$ cat config.mk
export PLATFORM = sky130hd
export DESIGN_NAME = seq_shifter
export DESIGN_NICKNAME = d
export VERILOG_FILES = /design/src/rtl/seq_shifter.sv
export SDC_FILE = /design/constraint.sdc
export NUM_CORES = 1
export LEC_CHECK = 0
export ABC_AREA = 1
export CAP_MARGIN = 20
export CORE_MARGIN = 2
export CORE_UTILIZATION = 40
export DETAILED_ROUTE_END_ITERATION = 6
export GPL_ROUTABILITY_DRIVEN = 0
export MAX_ROUTING_LAYER = met4
export SYNTH_ARGS = -nofsm -noshare
export SYNTH_HDL_FRONTEND = slang
export SYNTH_SLANG_ARGS = --single-unit
$ cat constraint.sdc
create_clock -name clock -period 8.5 [get_ports clock]
set_clock_uncertainty 0.2 [all_clocks]
set_input_delay 0.85 -clock clock [delete_from_list [all_inputs] [get_ports clock]]
set_output_delay 0.85 -clock clock [all_outputs]
set_load 0.05 [all_outputs]
$ cat src/rtl/seq_shifter.sv
// seq_shifter: multi-cycle shift/rotate unit with a start/done handshake.
// Moves the operand by at most STEP bit positions per BUSY cycle, so an
// operation of effective count n_eff takes ceil(n_eff/STEP) cycles.
module seq_shifter #(
    parameter int WIDTH = 32,
    parameter int AMT_W = 5,
    parameter int STEP  = 1
) (
    input  logic             clock,
    input  logic             clear,
    input  logic             start,
    input  logic [2:0]       mode,
    input  logic [WIDTH-1:0] operand,
    input  logic [WIDTH-1:0] amount,
    output logic [WIDTH-1:0] result,
    output logic             done,
    output logic             busy,
    output logic             zero
);

    typedef enum logic [1:0] {
        ST_IDLE = 2'd0,
        ST_BUSY = 2'd1,
        ST_DONE = 2'd2
    } state_t;

    localparam logic [2:0] M_SHL  = 3'd0;
    localparam logic [2:0] M_SHR  = 3'd1;
    localparam logic [2:0] M_SHRA = 3'd2;
    localparam logic [2:0] M_ROL  = 3'd3;
    localparam logic [2:0] M_ROR  = 3'd4;

    // Counts live in AMT_W+1 bits so the full-width shift count WIDTH fits.
    localparam logic [AMT_W:0] WIDTH_A = (AMT_W+1)'(WIDTH);
    localparam logic [AMT_W:0] STEP_A  = (AMT_W+1)'(STEP);

    state_t           state_q;
    logic [2:0]       mode_q;
    logic [WIDTH-1:0] work_q;
    logic [AMT_W:0]   remain_q;
    logic [WIDTH-1:0] result_q;
    logic             done_q;
    logic             busy_q;
    logic             zero_q;

    logic [AMT_W:0]   n_eff_d;
    logic [AMT_W:0]   k_s;
    logic [AMT_W:0]   inv_s;
    logic [WIDTH-1:0] work_d;
    logic [AMT_W:0]   remain_d;

    // Effective count for a new request: rotates wrap modulo WIDTH, shifts
    // saturate at WIDTH (any bit at or above AMT_W means amount >= WIDTH).
    always_comb begin
        n_eff_d = '0;
        case (mode)
            M_ROL, M_ROR: begin
                n_eff_d = {1'b0, amount[AMT_W-1:0]};
            end
            M_SHL, M_SHR, M_SHRA: begin
                if (|amount[WIDTH-1:AMT_W]) begin
                    n_eff_d = WIDTH_A;
                end else begin
                    n_eff_d = {1'b0, amount[AMT_W-1:0]};
                end
            end
            default: begin
                n_eff_d = '0;
            end
        endcase
    end

    // One BUSY step: move the work register by k = min(STEP, remaining).
    // SHRA keeps the latched MSB in place, so >>> refills with that sign.
    always_comb begin
        if (remain_q < STEP_A) begin
            k_s = remain_q;
        end else begin
            k_s = STEP_A;
        end
        inv_s    = WIDTH_A - k_s;
        remain_d = remain_q - k_s;
        work_d   = work_q;
        case (mode_q)
            M_SHL:   work_d = work_q << k_s;
            M_SHR:   work_d = work_q >> k_s;
            M_SHRA:  work_d = $signed(work_q) >>> k_s;
            M_ROL:   work_d = (work_q << k_s) | (work_q >> inv_s);
            M_ROR:   work_d = (work_q >> k_s) | (work_q << inv_s);
            default: work_d = work_q;
        endcase
    end

    // Control FSM with registered outputs; clear overrides everything.
    always_ff @(posedge clock) begin
        if (clear) begin
            state_q  <= ST_IDLE;
            mode_q   <= 3'd0;
            work_q   <= '0;
            remain_q <= '0;
            result_q <= '0;
            done_q   <= 1'b0;
            busy_q   <= 1'b0;
            zero_q   <= 1'b1;
        end else begin
            case (state_q)
                ST_IDLE, ST_DONE: begin
                    done_q <= 1'b0;
                    busy_q <= 1'b0;
                    if (start) begin
                        mode_q   <= mode;
                        work_q   <= operand;
                        remain_q <= n_eff_d;
                        if (n_eff_d == '0) begin
                            state_q  <= ST_DONE;
                            done_q   <= 1'b1;
                            result_q <= operand;
                            zero_q   <= (operand == '0);
                        end else begin
                            state_q <= ST_BUSY;
                            busy_q  <= 1'b1;
                        end
                    end else begin
                        state_q <= ST_IDLE;
                    end
                end
                ST_BUSY: begin
                    work_q   <= work_d;
                    remain_q <= remain_d;
                    if (remain_d == '0) begin
                        state_q  <= ST_DONE;
                        done_q   <= 1'b1;
                        busy_q   <= 1'b0;
                        result_q <= work_d;
                        zero_q   <= (work_d == '0);
                    end else begin
                        state_q <= ST_BUSY;
                        busy_q  <= 1'b1;
                    end
                end
                default: begin
                    state_q <= ST_IDLE;
                    done_q  <= 1'b0;
                    busy_q  <= 1'b0;
                end
            endcase
        end
    end

    assign result = result_q;
    assign done   = done_q;
    assign busy   = busy_q;
    assign zero   = zero_q;

endmodule

# Yosys cells after proc, flatten, opt, wreduce, memory -nomap -nowiden
# Index checks and enable logic that the tools add are counted.
dict set report totals {
  wordCells 74
  inputBits 70
  reg_bits 78
  out_inout_bits 35
}
dict set report op_classes {
  mux 28
  shifts 5
  addsub 2
  n_bitwise 2
  magnitude_cmp 1
  n_eq_ne 13
  n_reduce_logical 15
}
# op n
set ops {}
lappend ops {{$pmux W32 S5} 1}
lappend ops {{$mux W32} 4}
lappend ops {{$pmux W32 S2} 2}
lappend ops {{$logic_not A32 Y1} 2}
lappend ops {{$or A32 B32 Y32} 2}
lappend ops {{$shl A32 B6 Y32} 2}
lappend ops {{$shr A32 B6 Y32} 2}
lappend ops {{$sshr A32 B6 Y32} 1}
lappend ops {{$reduce_or A27 Y1} 1}
lappend ops {{$pmux W6 S2} 2}
lappend ops {{$mux W6} 3}
lappend ops {{$eq A3 B2 Y1 const B} 4}
lappend ops {{$logic_not A6 Y1} 2}
lappend ops {{$mux W1} 9}
lappend ops {{$eq A3 B1 Y1 const B} 2}
lappend ops {{$eq A3 B3 Y1 const B} 2}
lappend ops {{$logic_not A3 Y1} 2}
lappend ops {{$lt A6 B1 Y1 const B} 1}
lappend ops {{$mux W2} 3}
lappend ops {{$ne A2 B2 Y1 const B} 3}
lappend ops {{$pmux W1 S2} 3}
lappend ops {{$sub A6 B6 Y6} 1}
lappend ops {{$sub A6 B6 Y6 const A} 1}
lappend ops {{$pmux W2 S2} 1}
lappend ops {{other kinds (8)} 10}

# Longest topological paths before layout
dict set report depth {
  word_depth 9
  ltp_mapped 22
  depth_no_buf 19
}

# Least setup slack after synthesis
# Ideal clock, no wire load.
dict set report synth_timing {
  path_type {flip-flop to flip-flop}
  start {register remain_q[1]}
  end {register zero_q, in the netlist zero}
  n_path_buf 3
  synth_period_minus_slack_ns 2.900
  path_stages_with_launch 21
  arrival_ns 2.642
  setup_ns 0.058
  slack_ns 5.600
  cell_sequence {dfxtp_1 > nor2_4 > nand2_2 > nor2_8 > buf_4 > ha_1 > clkbuf_1 > nor2_2 > buf_2 > nand3_1 > nand3_1 > nand3_1 > nand2_1 > nand2_1 > nor2_1 > nand2_1 > nor2_1 > nand3_1 > nand2_1 > nand2_1 > nand2_1}
}
dict set report synth_via {
  elab_chain_cells 9
}
# element line_no
set synth_rtl {}
lappend synth_rtl {{start: declaration} 40} ;# logic [AMT_W:0] remain_q;
lappend synth_rtl {{start signal: assignment} 113} ;# remain_q <= n_eff_d;
lappend synth_rtl {{start signal: assignment} 129} ;# remain_q <= remain_d;
lappend synth_rtl {{$lt A6 B1 Y1} 76} ;# if (remain_q < STEP_A) begin
lappend synth_rtl {{$mux W6} 76}
lappend synth_rtl {{$sub A6 B6 Y6} 81} ;# inv_s = WIDTH_A - k_s;
lappend synth_rtl {{$shl A32 B6 Y32 or $shr A32 B6 Y32 (tied branches)} {89, 88}}
lappend synth_rtl {{$or A32 B32 Y32, on equally long branches} {89, 88}}
lappend synth_rtl {{$pmux W32 S5} 84} ;# case (mode_q)
lappend synth_rtl {{$logic_not A32 Y1} 135} ;# zero_q <= (work_d == '0);
lappend synth_rtl {{$mux W1} 130} ;# if (remain_d == '0) begin
lappend synth_rtl {{$pmux W1 S2} 106} ;# case (state_q)
lappend synth_rtl {{end signal: assignment} 118} ;# zero_q <= (operand == '0);
lappend synth_rtl {{end signal: assignment} 135}
lappend synth_rtl {{end: declaration} 44} ;# logic zero_q;
# Parallel ways exist; a longest one is shown, timed or not. The select of a mux whose other input is x is not followed.
# A chain may end at the register's enable or synchronous reset.

# Final worst setup path
# Ends and elaborated chain as after synthesis.

==> impl_metrics.yaml <==
cts:
  cts_tree: "built"
  cts.sinks: 77
  clk_path_buf_depth: 2
  root_buffer: "clkbuf_16"
  cts_hold_buf: 0
  cts_resized: 0
  cts_setup_buffers: 0
  htreeDepth: 3
  cts-buffers-inserted: 9
  clk_pin_slew_ns: 0.07
  clk_latency_ns: 0.34
global_route:
  grt_max_degree: 66
  grt-ovfl-total: 0
  antenna_found_initial: 0
  grt_util_all_layers_pct: 29.6
  grt_pass1_wl_mm: 36.9
  grt_pass1_vias: 6798
routing:
  dr.first_iter.drc_count: 874
  vias: 7417
  wl_per_cell_um: 17.2
  wl_mm: 23.2
  drt-pass1-iter-count: 5
  wl_met3_mm: 2.24
  vias_per_cell: 5.51
  drc: 0
  met2_wirelength_mm: 9.28
  top_layer_used: "met4"
  drtAntennaViolNets: 0
  met1_length_mm: 11.0
timing:
  slew_headroom_pct: 31.3
  finalSetupViolCount: 0
  rsz0062_at_grt: "no"
  min_period_ns: 4.55
  finalHoldViolCount: 0
  final-max-slew-violation-count: 0
  tightest_slew_ns: 1.03
  fin_crit_sh_pct: 53.5
  fin_tns_setup_ns: 0
  fmax_ghz: 0.220
layout:
  drive_above_1_share_pct: 4.31
  diodes: 0
  final_area_um2: 7460
  num-nets-final: 1227
  area_growth_pct: 22.9
  fin_util_pct: 49.6
synthesis:
  synth.ff_latch_count: 77
  syn_inst: 1090
  yosysSeqAreaShare_pct: 25.4
  synth_cell_types: 38
  syn_avg_cell_area_um2: 5.57
  syn_area_um2: 6070
  syn-num-nets: 1163
  yosysWarnings: 0
die:
  num_rows: 45
  fp.dieW_um: 127
  design.die.area_um2: 16200
  pin_count: 105
  initial_utilization_pct: 40.4
  dieHeight_um: 127
  core_um2: 15000
placement:
  portBuffers: 104
  hpwl_mm: 17.1
  dpl_cell_area_um2: 7140
setup_path:
  critPathMaxFanout: 35
  critPathRequiredTime_ns: 8.54
  path_cells: "nor2_4 > nand2_2 > nor2_8 > ha_1 > inv_1 > nand3_1 > o21ai_1 > nand2_1 > a21oi_1 > nor2_1 > nand3_1 > nor2_1 > nand3_1 > nand2_1 > nand2_1 > nand2_1"
  end_kind: "flip-flop"
  path_class: "flip-flop to flip-flop"
  cp_common_cell: "nand2_1"
  slowest_stage: "inv_1"
  arrival_ns: 4.58
  cp_slowest_stage_delay_ns: 0.95
  cp-start-kind: "flip-flop"
worst_hold_path:
  worstHoldPathType: "flip-flop to flip-flop"
status:
  outcome: "completed"
power_and_ir_drop:
  total_power_mw: 2.38
  power.density_nw_per_um2: 319
  p_leak_nw: 3.66
  vdd.ir_drop.worst_uv: 129
job:
  max-cap-violations: 0
worst max-delay path, delay by kind of cell, from the launching register on:
kind,cells,cell delay [ns]
AO/OA/AOI/OAI,2,0.56
flip-flops,1,0.35
buffers and inverters,1,0.95
adder cells (fa/ha/maj),1,0.72
AND/OR/NAND/NOR,12,1.64
logic make-up after synthesis:
group,share of synthesized area (%)
xor+xnor,0.433
compound gates,14.8
buf+inv,10.7
other cells,0.0618
flops,25.4
simple gates,48.0
fa+ha+maj,0.618
synth_stat cells:
| master | n | area share [%] |
|---|---|---|
| nand2_1 | 381 | 24 |
| nand3_1 | 138 | 11 |
| nor2_1 | 114 | 7.0 |
| inv_1 | 103 | 6.4 |
| o21ai_0 | 78 | 6.4 |
| dfxtp_1 | 77 | 25 |
| clkbuf_1 | 35 | 2.2 |
| o211ai_1 | 31 | 3.8 |
| a21oi_1 | 20 | 1.6 |
| nand2_2 | 17 | 1.8 |
| buf_2 | 13 | 1.1 |
| nor4_1 | 13 | 1.3 |
| nand4_1 | 10 | 1.0 |
| o21ai_1 | 8 | 0.66 |
| a31oi_1 | 7 | 0.72 |
| o21bai_1 | 5 | 0.62 |
| buf_1 | 4 | 0.25 |
| inv_2 | 4 | 0.25 |
| nor2_2 | 4 | 0.41 |
| ha_1 | 3 | 0.62 |
| nor2_4 | 3 | 0.56 |
| o22ai_1 | 3 | 0.31 |
| buf_6 | 2 | 0.37 |
| clkinv_1 | 2 | 0.12 |
| xor2_1 | 2 | 0.29 |
| a211oi_1 | 1 | 0.12 |
| a22oi_1 | 1 | 0.12 |
| a2bb2oi_1 | 1 | 0.14 |
| and3_1 | 1 | 0.10 |
| buf_4 | 1 | 0.12 |
| conb_1 | 1 | 0.062 |
| nand3_2 | 1 | 0.16 |
| nand3b_1 | 1 | 0.12 |
| nor2_8 | 1 | 0.33 |
| nor3_1 | 1 | 0.082 |
| nor3_2 | 1 | 0.16 |
| o221ai_1 | 1 | 0.14 |
| xnor2_1 | 1 | 0.14 |
power breakdown:
part	switching [mW]	internal [mW]
clock network	0.165	0.260
logic	1.08	0.413
registers	0.0335	0.423
worst paths after layout:
check / start / to / cells after the start / slack [ns]
min: done$_SDFFE_PP0N_ / done$_SDFFE_PP0N_ / 2 / 0.27
min reg2reg: done$_SDFFE_PP0N_ / done$_SDFFE_PP0N_ / 2 / 0.27
max: remain_q[1]$_SDFFE_PP0P_ / zero$_SDFFE_PP1P_ / 16 / 3.95
max reg2reg: remain_q[1]$_SDFFE_PP0P_ / zero$_SDFFE_PP1P_ / 16 / 3.95
stage by stage:
step	hold WS, ns	setup slack [ns]	instances
floorplan	0.267	5.60	1090
global placement	0.256	4.14	1331
detailed placement	0.267	4.13	1331
CTS	0.276	4.12	1347
global route	0.304	3.76	1347
finish	0.273	3.95	1347
flip-flops by register name (all words and copies together), names as in the netlist:
name      cells
zero          1
mode_q        3
work_q       32
remain_q      6
done          1
state_q       1
busy          1
result       32
final cells by class:
class | count | area (um^2)
flip-flops and latches | 77 | 1540
repair buffers | 108 | 1070
clock inverters | 6 | 93.8
well taps | 188 | 235
fillers | 1608 | 7570
inverters | 109 | 409
multi-input cells | 849 | 3880
clock buffers | 10 | 229
placed cells by master, fill, tap and decap left out, types with 2 or more instances in the layout:
master           count
a21oi_1             20
a31oi_1              7
buf_4                4
bufinv_16            2
clkbuf_16            9
clkdlybuf4s50_1    104
clkinv_1             3
dfxtp_1             77
ha_1                 3
inv_1              102
inv_2                4
inv_6                2
nand2_1            381
nand2_2             17
nand3_1            138
nand4_1             10
nor2_1             114
nor2_2               4
nor2_4               3
nor4_1              13
o211ai_1            31
o21ai_0             78
o21ai_1              8
o21bai_1             5
o22ai_1              3
xor2_1               2
per-layer routing:
layer,up-vias,global-route usage [%]
met5,-,-
met4,0,10.9
met3,57,5.03
met2,414,40.1
met1,3290,43.7
li1,3656,-
(Power assumes the default switching activity.)
